[config.mk]
export PLATFORM = sky130hd
export DESIGN_NAME = mem_scan_sched
export DESIGN_NICKNAME = d
export VERILOG_FILES = /design/src/rtl/mem_scan_sched.sv
export SDC_FILE = /design/constraint.sdc
export NUM_CORES = 1
export LEC_CHECK = 0
export ABC_AREA = 1
export BUFFER_PORTS_ARGS = -buffer_cell sky130_fd_sc_hd__buf_2
export CORE_MARGIN = 4
export CORE_UTILIZATION = 55
export CTS_BUF_LIST = sky130_fd_sc_hd__clkbuf_8
export DETAILED_ROUTE_END_ITERATION = 8
export HOLD_SLACK_MARGIN = 0.03
export PLACE_DENSITY = 0.82
export SLEW_MARGIN = 20
export SYNTH_ARGS = -nofsm -noshare
export SYNTH_HDL_FRONTEND = slang
export SYNTH_SLANG_ARGS = --single-unit
[constraint.sdc]
create_clock -name clk -period 2.4 [get_ports clk]
set_clock_uncertainty 0.15 [all_clocks]
set_input_delay 0.12 -clock clk [delete_from_list [all_inputs] [get_ports clk]]
set_output_delay 0.12 -clock clk [all_outputs]
set_load 0.03 [all_outputs]
[src/rtl/mem_scan_sched.sv]
// Round-robin scheduler sharing one synchronous-read memory port between NREQ
// scan requesters; each job sweeps [base, last] (with wrap) and returns min or max.
module mem_scan_sched #(
  parameter int NREQ = 2,
  parameter int AW   = 10,
  parameter int DW   = 8
) (
  input  logic               clk,
  input  logic               rst,
  input  logic [NREQ-1:0]    req,
  input  logic [NREQ*AW-1:0] req_base,
  input  logic [NREQ*AW-1:0] req_last,
  input  logic [NREQ-1:0]    req_mode,
  input  logic [DW-1:0]      data,
  output logic [AW-1:0]      rd_addr,
  output logic               rd_en,
  output logic [NREQ-1:0]    gnt,
  output logic               busy,
  output logic [NREQ-1:0]    done,
  output logic [DW-1:0]      result
);

  localparam int IW = (NREQ > 1) ? $clog2(NREQ) : 1;
  localparam logic [NREQ-1:0] ONE = NREQ'(1);

  typedef enum logic [1:0] {IDLE, SCAN, DRAIN, DONE} state_t;

  state_t        state;
  logic [IW-1:0] ptr, win, pick;
  logic          any;
  logic [AW-1:0] last_q;
  logic          mode_q;
  logic [DW-1:0] acc;
  logic          vld;

  function automatic logic [DW-1:0] reduce(input logic [DW-1:0] a, input logic [DW-1:0] d,
                                           input logic mx);
    if (mx) return (d > a) ? d : a;
    else    return (d < a) ? d : a;
  endfunction

  // Walk downward so the lowest offset from ptr is the last (winning) assignment.
  always_comb begin
    pick = '0;
    any  = 1'b0;
    for (int i = NREQ - 1; i >= 0; i--) begin
      if (req[(int'(ptr) + i) % NREQ]) begin
        pick = IW'((int'(ptr) + i) % NREQ);
        any  = 1'b1;
      end
    end
  end

  assign busy = (state != IDLE);

  always_ff @(posedge clk) begin
    if (rst) begin
      state   <= IDLE;
      ptr     <= '0;
      win     <= '0;
      last_q  <= '0;
      mode_q  <= 1'b0;
      rd_addr <= '0;
      rd_en   <= 1'b0;
      gnt     <= '0;
      done    <= '0;
      result  <= '0;
      acc     <= '0;
      vld     <= 1'b0;
    end else begin
      vld <= rd_en;
      if (vld) acc <= reduce(acc, data, mode_q);
      case (state)
        IDLE: if (any) begin
          win     <= pick;
          last_q  <= req_last[int'(pick)*AW +: AW];
          mode_q  <= req_mode[pick];
          rd_addr <= req_base[int'(pick)*AW +: AW];
          rd_en   <= 1'b1;
          gnt     <= ONE << pick;
          acc     <= req_mode[pick] ? '0 : '1;
          ptr     <= IW'((int'(pick) + 1) % NREQ);
          state   <= SCAN;
        end
        SCAN: begin
          if (rd_addr == last_q) begin
            rd_en <= 1'b0;
            state <= DRAIN;
          end else begin
            rd_addr <= rd_addr + 1'b1;
          end
        end
        // vld is high here for the last word; fold it straight into result
        DRAIN: begin
          result <= reduce(acc, data, mode_q);
          done   <= ONE << win;
          state  <= DONE;
        end
        DONE: begin
          done  <= '0;
          gnt   <= '0;
          state <= IDLE;
        end
        default: state <= IDLE;
      endcase
    end
  end

endmodule

==> results.toml <==
[run_status]
outcome = "completed"

[timing]
fmax_mhz = 452.4
finalSetupViolations = 0
slew_violations = 0
final_hold_viol_count = 0
tns_ns = 0
worstMarginPinSlew_ns = 0.6522
timing.final.crit_share_pct = 92.10
slew-limit-headroom_pct = 56.52
rsz0062_at_grt = "no"
fin_crit_ns = 2.211

[synthesis]
ys_warn_count = 0
synthSimpleGateAreaFrac_pct = 37.34
synth_top_family_by_area = "simple AND/OR/NAND/NOR gates"
synth.avg_cell_area_um2 = 6.295
synth-compound-area-share_pct = 14.22
ys_seq_elements = 47
ys_seq_area_share_pct = 31.27
synth_top_area_share_pct = 31.27
syn_nets = 545
synth_xor_area_share_pct = 0.8732
synth_top_cell_by_area = "dfxtp_1"
synthAdderAreaFrac_pct = 5.405
synth_mux_area_share_pct = 0
synthCells = 478
yosys-top-cells-area = "dfxtp_1 31%, nand2_1 16%, nand3_1 9.8%"
netlist-cell-type-count = 32
syn_area_um2 = 3009

[pwr]
p_int_uw = 2382
p_sw_uw = 2301
combPwrFrac_pct = 58.3
clkPwrFrac_pct = 12.2
vdd_drop_max_mv = 0.7354
powerDensity_nw_per_um2 = 1252
power_frac_seq_pct = 29.5
switching_share_pct = 49.14
power.leakage_uw = 0.001907

[setup_path]
crit_family = "simple AND/OR/NAND/NOR gates"
critical_path.max_stage_delay_ns = 0.39
rr_startpoint = "acc[7]"
start_kind = "register"
rrSetupSlack_ns = 0.19
worstSetupEndpointType = "register"
reg2reg_depth = 13
critPathMaxFanout = 17
crit_cells = 13
crit_path_cell_trace = "inv_1 > ha_1 > nand2_1 > nor2_2 > nand2_2 > nand2_8 > nand2_2 > nand2_1 > nand3_1 > nand2_1 > nand2_1 > nand2_1 > inv_1"
r2r_end = "result[1]"
critPathKind = "reg -> reg"
crit_slowest_cell = "dfxtp_1"
cp.buffers_inverters = 2
cp_common_cell = "nand2_1"
critPathRequiredTime_ns = 2.45
arrival_ns = 2.26

[drt]
vias_per_cell = 5.238
first_pass_iters = 5
drt_wl_total_um = 7867
remaining_drc_errors = 0
drtAntennaViolNets = 0
drtIter0Drc = 176
dr_total_vias = 3342
wl_per_cell_um = 12.33

[floorplanning]
dieArea_um2 = 6718
die_h_um = 81.97
rows = 26
die_w_um = 81.97
core_area_um2 = 5205
initial_core_util_pct = 57.81
ios = 78

[clock_tree]
cts_setup_buffers = 0
clock_latency_ns = 0.29
path_clk_slew_ns = 0.09
cts_root_buf = "clkbuf_8"
cts_made_buffers = 5
clk_path_buf_depth = 2
cts_tree = "built"
cts_sinks = 47
h-tree-depth = 2

[finish]
syn_to_final_growth_pct = 24.32
drive_above_1_share_pct = 19.01
antenna_cells = 0
final_area_um2 = 3741
fin_nets = 635

[hold_path]
hold_start = "req_last[18]"
hold_depth = 5
min_path_type = "in -> reg"
min_to = "last_q[8]"

[placement]
port_buffers = 77
place_congestion = 0.8764
placed_area_um2 = 3423
place_hpwl_um = 5762

[global_route]
grt_first_pass_wirelength_um = 13390
antenna_found_initial = 0
grt_use_total_pct = 24.75
grt_pass1_vias = 3195
gr-total-overflow = 0
grt_max_degree = 30

[flow_run]
cap_violations = 0
## sequential cells by signal (all words and copies together), names as in the netlist
register and flops:
rd_en 1, mode_q 1, last_q 10, state 2, rd_addr 10, acc 8, result 8, ptr 1
vld 1, gnt 2, win 1, done 2
## worst max-delay path by stage
| stage | startpoint | to | slack (ns) |
|---|---|---|---|
| global placement | acc[7] | result[1] | 0.31 |
| global route | state[0] | last_q[2] | 0.008 |
| floorplan | acc[7] | result[6] | 0.49 |
| detailed placement | acc[7] | result[1] | 0.22 |
| CTS | state[0] | last_q[4] | 0.11 |
| finish | acc[7] | result[1] | 0.19 |
## layout by cell type (no fill, tap or decap), drive strengths merged, types with 2 or more instances in the layout
cell type    instances
ha                  13
nand2              131
clkbuf               5
nand3               64
o211ai              10
buf                 82
inv                 60
nand4                3
nor2                61
dlygate4sd3         19
a21oi               34
o31ai                3
o22ai                2
xor2                 2
dfxtp               47
o21ai               24
## per-layer routing
layer	track usage, %	wire, µm
met3	4.167	519
met2	45.80	3955
met5	0	0
met4	5.980	79
met1	29.44	3313
## synthesized netlist by cell type (all sizes together)
| cell type | n |
|---|---|
| o22ai | 2 |
| o22a | 1 |
| nand3 | 64 |
| clkbuf | 7 |
| nand4 | 3 |
| clkinv | 1 |
| a21oi | 34 |
| inv | 60 |
| nand2 | 131 |
| nor2 | 61 |
| xor2 | 2 |
| a21o | 1 |
| buf | 11 |
| o21ai | 24 |
| a211oi | 1 |
| nor3 | 1 |
| dfxtp | 47 |
| xnor2 | 1 |
| ha | 13 |
| o211ai | 10 |
| o31ai | 3 |
## worst reg2reg max path, stage by stage (launching register included)
cell     delay, ns
dfxtp_1       0.39
inv_1         0.06
ha_1          0.29
nand2_1       0.09
nor2_2        0.16
nand2_2       0.18
nand2_8       0.16
nand2_2       0.14
nand2_1       0.10
nand3_1       0.10
nand2_1       0.11
nand2_1       0.06
nand2_1       0.09
inv_1         0.04
## kinds of logic after synthesis
logic type | count (synthesis)
flops | 47
simple gates | 260
compound gates | 76
fa+ha+maj | 13
xor+xnor | 3
buf+inv | 79
## per-stage QoR
| stage | util, % | instances | setup WS, ns | hold WS [ns] | power, µW |
|---|---|---|---|---|---|
| after floorplan | - | 478 | 0.4925 | 0.1178 | 3375 |
| after global placement | 65.77 | 612 | 0.3130 | 0.2775 | 3880 |
| after detailed placement | 65.77 | 612 | 0.2219 | 0.2826 | 3954 |
| after CTS | 71.47 | 638 | 0.1142 | 0.05761 | 4628 |
| after global routing | 71.88 | 638 | 0.007969 | 0.08742 | 5126 |
| final | 71.88 | 638 | 0.1895 | 0.06442 | 4683 |
## power groups by stage
stage          combinational (µW)  clock, µW  sequential, µW
2_1_floorplan                1800          0            1580
6_report                     2730        572            1380
3_5_place_dp                 2560          0            1390
4_1_cts                      2670        578            1380
5_1_grt                      3090        607            1430
3_3_place_gp                 2500          0            1380
## timing repair
action / 4_1_cts / 5_1_grt
hold buffers: 19 / 0
setup endpoints to repair: 0 / 10
resized for setup: 0 / 4
endpoints found under the hold margin: 12 / 0
## layout make-up
class | instances | area (µm²)
multi-input combinational | 352 | 1752
fill | 448 | 1464
sequential | 47 | 940.9
timing repair buffer | 101 | 625.6
inverter | 61 | 229.0
tap | 70 | 87.58
clock buffer | 5 | 68.82
clock inverter | 2 | 37.54
(Power assumes the default switching activity.)
